<file path="config.mk">
export PLATFORM = sky130hd
export DESIGN_NAME = gray_fifo_ptr
export DESIGN_NICKNAME = d
export VERILOG_FILES = /design/src/rtl/gray_fifo_pkg.sv /design/src/rtl/gray_sync.sv /design/src/rtl/gray_fifo_ptr.sv
export SDC_FILE = /design/constraint.sdc
export NUM_CORES = 1
export LEC_CHECK = 0
export CORE_ASPECT_RATIO = 0.9
export CORE_MARGIN = 3
export CORE_UTILIZATION = 55
export CTS_CLUSTER_SIZE = 12
export DETAILED_ROUTE_END_ITERATION = 7
export PLACE_DENSITY = 0.82
export SYNTH_ARGS = -nofsm -noshare
export SYNTH_HDL_FRONTEND = slang
export SYNTH_SLANG_ARGS = --single-unit
</file>
<file path="constraint.sdc">
create_clock -name Clk -period 4.56 [get_ports Clk]
set_input_delay 1.14 -clock Clk [delete_from_list [all_inputs] [get_ports Clk]]
set_output_delay 1.14 -clock Clk [all_outputs]
set_load 0.02 [all_outputs]
</file>
<file path="src/rtl/gray_fifo_pkg.sv">
// gray_fifo_pkg: shared definitions for the dual-clock FIFO Gray pointer units.
//   - SIDE_RD / SIDE_WR : side selectors for gray_fifo_ptr.
//   - fifo_depth()      : DEPTH from an address width.
//   - bin2gray()/gray2bin(): code conversion on a 32-bit container, masked to a
//                          caller-supplied width.
package gray_fifo_pkg;

    localparam int unsigned SIDE_RD = 0;
    localparam int unsigned SIDE_WR = 1;

    localparam int unsigned MAX_PTR_W = 32;

    typedef logic [MAX_PTR_W-1:0] ptr_word_t;

    function automatic int unsigned fifo_depth(input int unsigned addr_width);
        return 32'd1 << addr_width;
    endfunction

    function automatic ptr_word_t width_mask(input int unsigned width);
        ptr_word_t mask;
        if (width >= MAX_PTR_W) begin
            mask = '1;
        end else begin
            mask = (ptr_word_t'(1) << width) - ptr_word_t'(1);
        end
        return mask;
    endfunction

    function automatic ptr_word_t bin2gray(input ptr_word_t bin, input int unsigned width);
        ptr_word_t b;
        b = bin & width_mask(width);
        return b ^ (b >> 1);
    endfunction

    // Each binary bit is the XOR of all Gray bits at and above it; bits above
    // the masked width are zero so a full-container prefix XOR is exact.
    function automatic ptr_word_t gray2bin(input ptr_word_t gray, input int unsigned width);
        ptr_word_t g;
        ptr_word_t b;
        g = gray & width_mask(width);
        b = g;
        for (int i = 1; i < MAX_PTR_W; i++) begin
            b = b ^ (g >> i);
        end
        return b;
    endfunction

endpackage

</file>
<file path="src/rtl/gray_sync.sv">
// gray_sync: multi-flop synchroniser for a Gray-coded pointer crossing clock
// domains. No logic precedes the first flop.
//   Clk        local clock
//   rst        synchronous, active-high reset (clears every stage)
//   async_gray Gray pointer from the other clock domain
//   sync_gray  synchronised pointer (last stage)
module gray_sync #(
    parameter int unsigned WIDTH  = 5,
    parameter int unsigned STAGES = 2
) (
    input  logic             Clk,
    input  logic             rst,
    input  logic [WIDTH-1:0] async_gray,
    output logic [WIDTH-1:0] sync_gray
);

    logic [WIDTH-1:0] stage_q [STAGES];

    always_ff @(posedge Clk) begin
        if (rst) begin
            for (int i = 0; i < int'(STAGES); i++) begin
                stage_q[i] <= '0;
            end
        end else begin
            stage_q[0] <= async_gray;
            for (int i = 1; i < int'(STAGES); i++) begin
                stage_q[i] <= stage_q[i-1];
            end
        end
    end

    assign sync_gray = stage_q[STAGES-1];

endmodule

</file>
<file path="src/rtl/gray_fifo_ptr.sv">
// gray_fifo_ptr: Gray-code pointer unit for one side of a dual-clock FIFO.
// Holds an (ADDR_WIDTH+1)-bit binary/Gray pointer pair, synchronises the
// opposite side's Gray pointer and derives a registered full/empty flag,
// almost flag, fill level and a sticky refused-access error.
//   Clk            local clock
//   rst            synchronous, active-high reset
//   inc_in         advance request (write or read strobe)
//   remote_gray_in Gray pointer from the other clock domain (asynchronous)
//   ptr_gray_out   registered local Gray pointer, to the other domain
//   addr_out       registered RAM address (low bits of binary pointer)
//   flag_out       full when SIDE=1, empty when SIDE=0
//   almost_out     almost-full / almost-empty
//   level_out      fill level 0..DEPTH
//   err_out        sticky: an inc_in was refused while flag_out was high
module gray_fifo_ptr
    import gray_fifo_pkg::*;
#(
    parameter int unsigned ADDR_WIDTH    = 4,
    parameter int unsigned SIDE          = 0,
    parameter int unsigned SYNC_STAGES   = 2,
    parameter int unsigned ALMOST_THRESH = 2
) (
    input  logic                  Clk,
    input  logic                  rst,
    input  logic                  inc_in,
    input  logic [ADDR_WIDTH:0]   remote_gray_in,
    output logic [ADDR_WIDTH:0]   ptr_gray_out,
    output logic [ADDR_WIDTH-1:0] addr_out,
    output logic                  flag_out,
    output logic                  almost_out,
    output logic [ADDR_WIDTH:0]   level_out,
    output logic                  err_out
);

    localparam int unsigned PW    = ADDR_WIDTH + 1;
    localparam int unsigned DEPTH = fifo_depth(ADDR_WIDTH);

    localparam logic [PW-1:0] ALMOST_FULL_LVL  = PW'(DEPTH - ALMOST_THRESH);
    localparam logic [PW-1:0] ALMOST_EMPTY_LVL = PW'(ALMOST_THRESH);

    // Read side starts empty (flag and almost high); write side starts clear.
    localparam logic FLAG_RST = (SIDE == SIDE_RD);

    logic [PW-1:0] bin_q, bin_d;
    logic [PW-1:0] gray_q, gray_d;
    logic [PW-1:0] level_q, level_d;
    logic          flag_q, flag_d;
    logic          almost_q, almost_d;
    logic          err_q, err_d;

    logic [PW-1:0] rsync;
    logic [PW-1:0] rbin;
    logic [PW-1:0] full_ref;
    logic          advance;

    gray_sync #(
        .WIDTH  (PW),
        .STAGES (SYNC_STAGES)
    ) u_sync (
        .Clk        (Clk),
        .rst        (rst),
        .async_gray (remote_gray_in),
        .sync_gray  (rsync)
    );

    assign rbin = PW'(gray2bin(ptr_word_t'(rsync), PW));

    // Write pointer is full when it is one lap ahead: top two Gray bits
    // inverted, the rest equal.
    assign full_ref = {~rsync[PW-1:PW-2], rsync[PW-3:0]};

    always_comb begin
        advance  = inc_in & ~flag_q;
        bin_d    = advance ? bin_q + PW'(1) : bin_q;
        gray_d   = PW'(bin2gray(ptr_word_t'(bin_d), PW));
        err_d    = err_q | (inc_in & flag_q);
        flag_d   = 1'b0;
        level_d  = '0;
        almost_d = 1'b0;
        if (SIDE == SIDE_WR) begin
            flag_d   = (gray_d == full_ref);
            level_d  = bin_d - rbin;
            almost_d = (level_d >= ALMOST_FULL_LVL);
        end else begin
            flag_d   = (gray_d == rsync);
            level_d  = rbin - bin_d;
            almost_d = (level_d <= ALMOST_EMPTY_LVL);
        end
    end

    always_ff @(posedge Clk) begin
        if (rst) begin
            bin_q    <= '0;
            gray_q   <= '0;
            level_q  <= '0;
            flag_q   <= FLAG_RST;
            almost_q <= FLAG_RST;
            err_q    <= 1'b0;
        end else begin
            bin_q    <= bin_d;
            gray_q   <= gray_d;
            level_q  <= level_d;
            flag_q   <= flag_d;
            almost_q <= almost_d;
            err_q    <= err_d;
        end
    end

    assign ptr_gray_out = gray_q;
    assign addr_out     = bin_q[ADDR_WIDTH-1:0];
    assign flag_out     = flag_q;
    assign almost_out   = almost_q;
    assign level_out    = level_q;
    assign err_out      = err_q;

endmodule
</file>
==> implementation parameters, run 1 <==
Parameter                              Value

Outcome
  Status    complete, no violations

STA
  Setup WS post-layout    0.953 ns
  Tightest hold margin    0.459 ns
  Unrepaired setup endpoints after global routing    false
  Fin. max-slew vios    0
  Clock Skews    0.00221 ns
  Rel. slew slack    0.653
  Final-report hold violation count    0
  Worst-margin pin slew    0.505 ns
  Post-Route Setup TNS    0 ns
  Minimum period implied by the final worst setup slack    3.61 ns
  Achievable frequency    277 MHz
  Part of the cycle the worst path needs    0.791
  Number of setup violations in the final report    0

Clock tree
  Clock insertion delay at the later pin of the skew report    0.33 ns
  Post-CTS Hold Buffers    0
  Root buffer cell    clkbuf_4
  Clock-pin slew on the worst setup and hold paths    0.15 ns
  CTS Buf Count    3
  Post-cts sizing count    0
  Level count of the clock H-tree    1
  Clock tree from TritonCTS    yes
  Max Buffers Root-to-Sink    2
  Total clock sinks    27
  Number of post-CTS setup repair buffers    0

Synth
  Proportion of synthesized chip area in sequential cells    0.370
  Post-synthesis instance area    1460 sq um
  EDFF count, synth    0
  Dominant cell by count in the synthesized netlist    dfxtp_1
  Synth top cells by count    dfxtp_1, nor2b_1, nor2_1
  Number of instances in the synthesized netlist    149
  Fraction of registers with async set or reset after synthesis    0
  Synthesized netlist net count    163
  Post-synth cell types    45
  Most used flip-flop cell after synthesis    dfxtp_1
  Mean instance size in the synthesized netlist    9.81 sq um
  Count of yosys warnings during synthesis    0
  Number of synthesized register bits    27
  Most area-consuming cells after synthesis    dfxtp_1, nor2b_1, xnor2_1, ha_1, nor2_1
  Area fraction of the dominant cell type after synthesis    0.370
  Post-synthesis cell type with the largest combined area    dfxtp_1

Placement
  HPWL Detailed    2060 um
  Placer congestion estimate    0.929
  Setup WS pre-CTS    0.590 ns
  Number of buffer cells added on primary ports    24
  Placed standard-cell area    1630 sq um

Setup path
  Startpoint-to-endpoint class of the critical path    input port to flip-flop
  Critical register-to-register path startpoint    bin_q[0]
  Reg-to-reg slack, setup    1.61 ns
  Worst r2r path cells    9
  Beginning of the critical path    inc_in
  Endpoint kind of the worst setup timing path    flip-flop
  Worst Path Max Fanout    8
  Worst setup path end    almost_out
  Critical Path Start Type    input port
  Crit path required time    4.79 ns
  Reg-to-Reg End    almost_out
  WP data arrival    3.83 ns

Global route
  Via count of the first global-routing pass    996
  Initial antenna violation count    0
  Global routing met2 resource utilization    0.320
  Fraction of met1 tracks used by global routing    0.231
  GR Util All Layers    0.182
  Largest net degree at the start of global routing    27
  First-pass GRT wire length    4460 um
  Layer carrying the most global-route usage    met2
  GR Util met3    0.0418
  GRT Residual Overflow    0

Power and ir drop
  Pleak    0.669 nW
  Highest ir drop seen on vdd    0.000269 V
  Overall power after layout    0.000516 W
  Ratio of total power to cell area    310 nW/um^2

Layout
  Final instance area    1660 sq um
  Area Growth Syn to Fin    13.9%
  # nets final    182
  Ratio of cells with drive above 1 in the final layout    0.0659
  Number of antenna diodes    0

Die
  Total I/O pin count    25
  Std-Cell Rows    17
  Die height    54.9 um
  Total Die Area    3310 sq um
  Area of the core    2490 sq um
  Initial Utilization    0.587
  Width of the die    60.3 um

Detailed routing
  Post-DRT Antenna Nets    0
  Total Wirelength    2690 um
  Post-DR vias/cell    5.48
  Length of the first detailed-routing pass in iterations    4
  Detailed router's first-iteration violation count    39
  Via count of the routed design    1,068
  DRC    0
  Average wire per cell in the routed design    13.8 um

Run
  Max-cap violations    0

Min path
  Class of the worst hold path    flip-flop to flip-flop
area by class of cell:
type | instances | area [sq um]
Timing Repair Buffer | 25 | 248
Inverter | 8 | 30.0
Tap cell | 28 | 35.0
Multi-Input combinational cell | 103 | 779
Sequential cell | 27 | 541
Clock inverter | 1 | 8.76
Fill cell | 194 | 825
Clock buffer | 3 | 22.5
how the worst min path moves through the flow:
stage                    startpoint                    to  cells past startpoint
3_3_place_gp   u_sync.stage_q[0][2]  u_sync.stage_q[0][7]                      1
4_1_cts        u_sync.stage_q[0][3]  u_sync.stage_q[0][8]                      1
6_report       u_sync.stage_q[0][3]  u_sync.stage_q[0][8]                      1
3_5_place_dp   u_sync.stage_q[0][3]  u_sync.stage_q[0][8]                      1
5_1_grt        u_sync.stage_q[0][0]  u_sync.stage_q[0][5]                      1
2_1_floorplan  u_sync.stage_q[0][0]  u_sync.stage_q[0][5]                      1
where the power goes:
group	total [W]	switching, W	leakage [nW]	internal [W]
Sequential	0.000268	0.0000120	0.222	0.000256
Clock	0.000109	0.0000736	0.0183	0.0000358
Combinational	0.000139	0.0000691	0.428	0.0000699
Total	0.000516	0.000155	0.669	0.000362
critical path, stage by stage:
cell	delay, ns
clkdlybuf4s50_1	0.48
nand2b_1	0.30
mux2i_1	0.52
inv_1	0.14
fa_1	0.42
nor2b_1	0.17
o21a_1	0.13
nor2_1	0.04
xnor2_1	0.12
a2111oi_0	0.37
metrics by stage:
stage          utilization  cells
6_report             0.669    195
5_1_grt              0.669    195
2_1_floorplan            -    149
4_1_cts              0.669    195
3_5_place_dp         0.656    191
3_3_place_gp         0.656    191
placed cells by master, fill, tap and decap left out, types with 3 or more instances in the layout:
master and count:
nand2b_1 3, mux2i_1 3, inv_1 8, nand2_1 4
clkbuf_4 3, nor2_1 15, ha_1 5, a21oi_1 4
dfxtp_1 27, nand3b_1 3, nor2b_1 16, clkdlybuf4s50_1 24
xnor2_1 10, nor3_1 3, xor2_1 5
metal layers:
layer | share of wire | vias up
li1 | - | 535
met1 | 0.45 | 489
met2 | 0.48 | 40
met3 | 0.063 | 4
met4 | 0.012 | 0
met5 | 0 | -
cell families after synthesis:
group,after synthesis,synth area share
compound gates,22,0.118
xor+xnor,18,0.134
flops,27,0.370
simple gates,54,0.205
fa+ha+maj,6,0.0565
mux,3,0.0205
buf+inv,19,0.0967
state kept, by name (all words and copies together) (netlist names):
register / cells
almost_out: 1
flag_out: 1
level_out: 5
ptr_gray_out: 5
bin_q: 4
u_sync.stage_q: 10
err_out: 1
Power figures use the tool's default switching activity.
==> run 2: changes to the inputs <==
--- a/config.mk
+++ b/config.mk
@@ -7,10 +7,10 @@
 export LEC_CHECK = 0
 export CORE_ASPECT_RATIO = 0.9
 export CORE_MARGIN = 3
-export CORE_UTILIZATION = 55
+export CORE_UTILIZATION = 52
 export CTS_CLUSTER_SIZE = 12
 export DETAILED_ROUTE_END_ITERATION = 7
-export PLACE_DENSITY = 0.82
+export PLACE_DENSITY = 0.79
 export SYNTH_ARGS = -nofsm -noshare
 export SYNTH_HDL_FRONTEND = slang
 export SYNTH_SLANG_ARGS = --single-unit
==> constraint.sdc (replaced) <==
create_clock -name Clk -period 3.6 [get_ports Clk]
set_input_delay 0.9 -clock Clk [delete_from_list [all_inputs] [get_ports Clk]]
set_output_delay 0.9 -clock Clk [all_outputs]
set_load 0.02 [all_outputs]
==> run 2 against run 1 <==
Clock-buffer cell count unchanged. Final area up 2.6%. Flip-flop and latch count unchanged. Power up 29%. Critical path depth up 1. Sequential power up 26%.
==> implementation parameters, run 2 (synthesis gave the netlist of run 1 again) <==
Parameter                              Value

Detailed routing
  DRC    0 (unchanged)
  Average wire per cell in the routed design    13.6 um (-1.5%)
  Met2 wirelength from detailed routing    1310 um (+2.0%)
  Length of the first detailed-routing pass in iterations    7 (+3)
  Total Wirelength    2840 um (+5.6%)
  Post-DRT Antenna Nets    0 (unchanged)
  Detailed router's first-iteration violation count    47 (+21%)
  Via count of the routed design    1,129 (+5.7%)
  Post-DR vias/cell    5.40 (-1.4%)
  Highest metal used    met4
  WL met3    194 um (+14%)
  Met1 Routed Length    1220 um (+1.4%)

Layout
  Flip-flop count of the largest register, all copies and words added    10 (unchanged)
  Commonest non-fill, non-tap cells in the layout    dfxtp_1, clkdlybuf4s50_1, nor2b_1
  Final instance area    1710 sq um (+2.6%)
  Ratio of cells with drive above 1 in the final layout    0.0877 (+0.0219)
  Number of antenna diodes    0 (unchanged)
  Area Growth Syn to Fin    16.8%
  # nets final    186 (+2.2%)
  Count of filler cells inserted in the layout    216 (+11%)
  Commonest non-fill, non-tap cell in the layout    dfxtp_1
  Register ranked first by flip-flop count    u_sync.stage_q

Setup path
  Worst r2r path cells    11 (+2)
  Critical Path Start Type    input port
  Startpoint-to-endpoint class of the critical path    input port to flip-flop
  CP cell instances    clkdlybuf4s50_1 > nand2b_1 > xor2_1 > inv_1 > ha_1 > fa_1 > nor2b_1 > o21a_1 > nor2_1 > xnor2_1 > a2111oi_0
  Endpoint kind of the worst setup timing path    flip-flop
  Largest stage delay on the critical path    0.56 ns (+0.04 ns)
  WP data arrival    3.42 ns (-0.41 ns)
  Crit path required time    3.81 ns (-0.98 ns)
  CP max stage cell    clkdlybuf4s50_1
  Worst Path Max Fanout    6 (-2)

Clock tree
  Total clock sinks    27 (unchanged)
  Clock-pin slew on the worst setup and hold paths    0.15 ns (about the same)
  Clock tree from TritonCTS    yes
  Clock insertion delay at the later pin of the skew report    0.34 ns (about the same)
  Post-CTS Hold Buffers    0 (unchanged)
  Level count of the clock H-tree    1 (unchanged)
  Max Buffers Root-to-Sink    2 (unchanged)
  Number of post-CTS setup repair buffers    0 (unchanged)
  Post-cts sizing count    0 (unchanged)
  Root buffer cell    clkbuf_4
  CTS Buf Count    3 (unchanged)

Global route
  GR Util All Layers    0.190 (+0.00793)
  First-pass GRT wire length    4950 um (+11%)
  Largest net degree at the start of global routing    26 (-3.7%)
  Initial antenna violation count    0 (unchanged)
  GRT Residual Overflow    0 (unchanged)
  Via count of the first global-routing pass    1,103 (+11%)

Die
  Die height    56.3 um (+2.5%)
  Total I/O pin count    25 (unchanged)
  Area of the core    2570 sq um (+3.4%)
  Total Die Area    3480 sq um (+5.2%)
  Initial Utilization    0.568 (-0.0194)
  Width of the die    61.9 um (+2.6%)
  Std-Cell Rows    17 (unchanged)

STA
  Unrepaired setup endpoints after global routing    false
  Post-Route Setup TNS    0 ns (unchanged)
  Clock Skews    0.0157 ns (+0.0135 ns)
  Number of setup violations in the final report    0 (unchanged)
  Part of the cycle the worst path needs    0.893
  Minimum period implied by the final worst setup slack    3.22 ns
  Final-report hold violation count    0 (unchanged)
  Rel. slew slack    0.688 (+0.0346)
  Fin. max-slew vios    0 (unchanged)
  Worst-margin pin slew    0.467 ns (-0.0381 ns)
  Achievable frequency    311 MHz

Power and ir drop
  Pleak    0.686 nW (+2.6%)
  Ratio of total power to cell area    390 nW/um^2 (+26%)
  Highest ir drop seen on vdd    0.000277 V (+3.0%)

Min path
  Hold-critical path depth    1 (unchanged)
  Class of the worst hold path    flip-flop to flip-flop

Placement
  Number of buffer cells added on primary ports    24 (unchanged)
  Placer congestion estimate    0.829 (-11%)
  HPWL Detailed    2190 um (+6.6%)
  Placed standard-cell area    1680 sq um (+2.6%)

Run
  Max-cap violations    0 (unchanged)

Outcome
  Status    complete, no violations
==> run 2: changes by cell type in the layout (fill, tap and decap cells not counted), sizes merged <==
cell	previous run	this run
buf	1	5
==> run 2: final timing paths <==
check                       start                    to  slack [ns]
min          u_sync.stage_q[0][1]  u_sync.stage_q[0][6]        0.46
max                        inc_in            almost_out        0.38
max reg2reg  u_sync.stage_q[0][8]            almost_out        0.61
min reg2reg  u_sync.stage_q[0][1]  u_sync.stage_q[0][6]        0.46
==> run 2: report_power, final <==
part	internal [W]	switching, W
Sequential	0.000324	0.0000151
Clock	0.0000455	0.0000933
Combinational	0.0000942	0.0000930
==> run 2: layout make-up <==
cell class / instances / area (sq um) / share of cell area
Clock buffer: 3 / 22.5 / 0.0132
Sequential cell: 27 / 541 / 0.317
Multi-Input combinational cell: 103 / 779 / 0.457
Clock inverter: 1 / 8.76 / 0.00513
Tap cell: 38 / 47.5 / 0.0279
Inverter: 8 / 30.0 / 0.0176
Timing Repair Buffer: 29 / 278 / 0.163
==> run 2: per-layer routing <==
metal	vias to the layer above	track usage
li1	547	-
met1	511	0.241
met2	53	0.281
met3	18	0.0621
met4	0	0.0970
met5	-	0
==> run 2: per-stage QoR <==
stage	util	hold WS, ns	setup WS [ns]	total power [W]	cells
2_1_floorplan	-	0.414	0.740	0.000464	149
3_3_place_gp	0.651	0.420	0.282	0.000523	205
3_5_place_dp	0.651	0.427	0.0576	0.000533	205
4_1_cts	0.663	0.459	0.388	0.000671	209
5_1_grt	0.663	0.474	0.179	0.000701	209
6_report	0.663	0.458	0.385	0.000665	209
==> run 2: worst max-delay path: cells and delay by family <==
| family | cells | cell delay (ns) |
|---|---|---|
| AOI/OAI and AO/OA | 2 | 0.58 |
| xor gates and xnor gates | 2 | 0.34 |
| adders and majority gates | 2 | 0.59 |
| buffers and inverters | 2 | 0.63 |
| and+or+nand+nor | 3 | 0.39 |
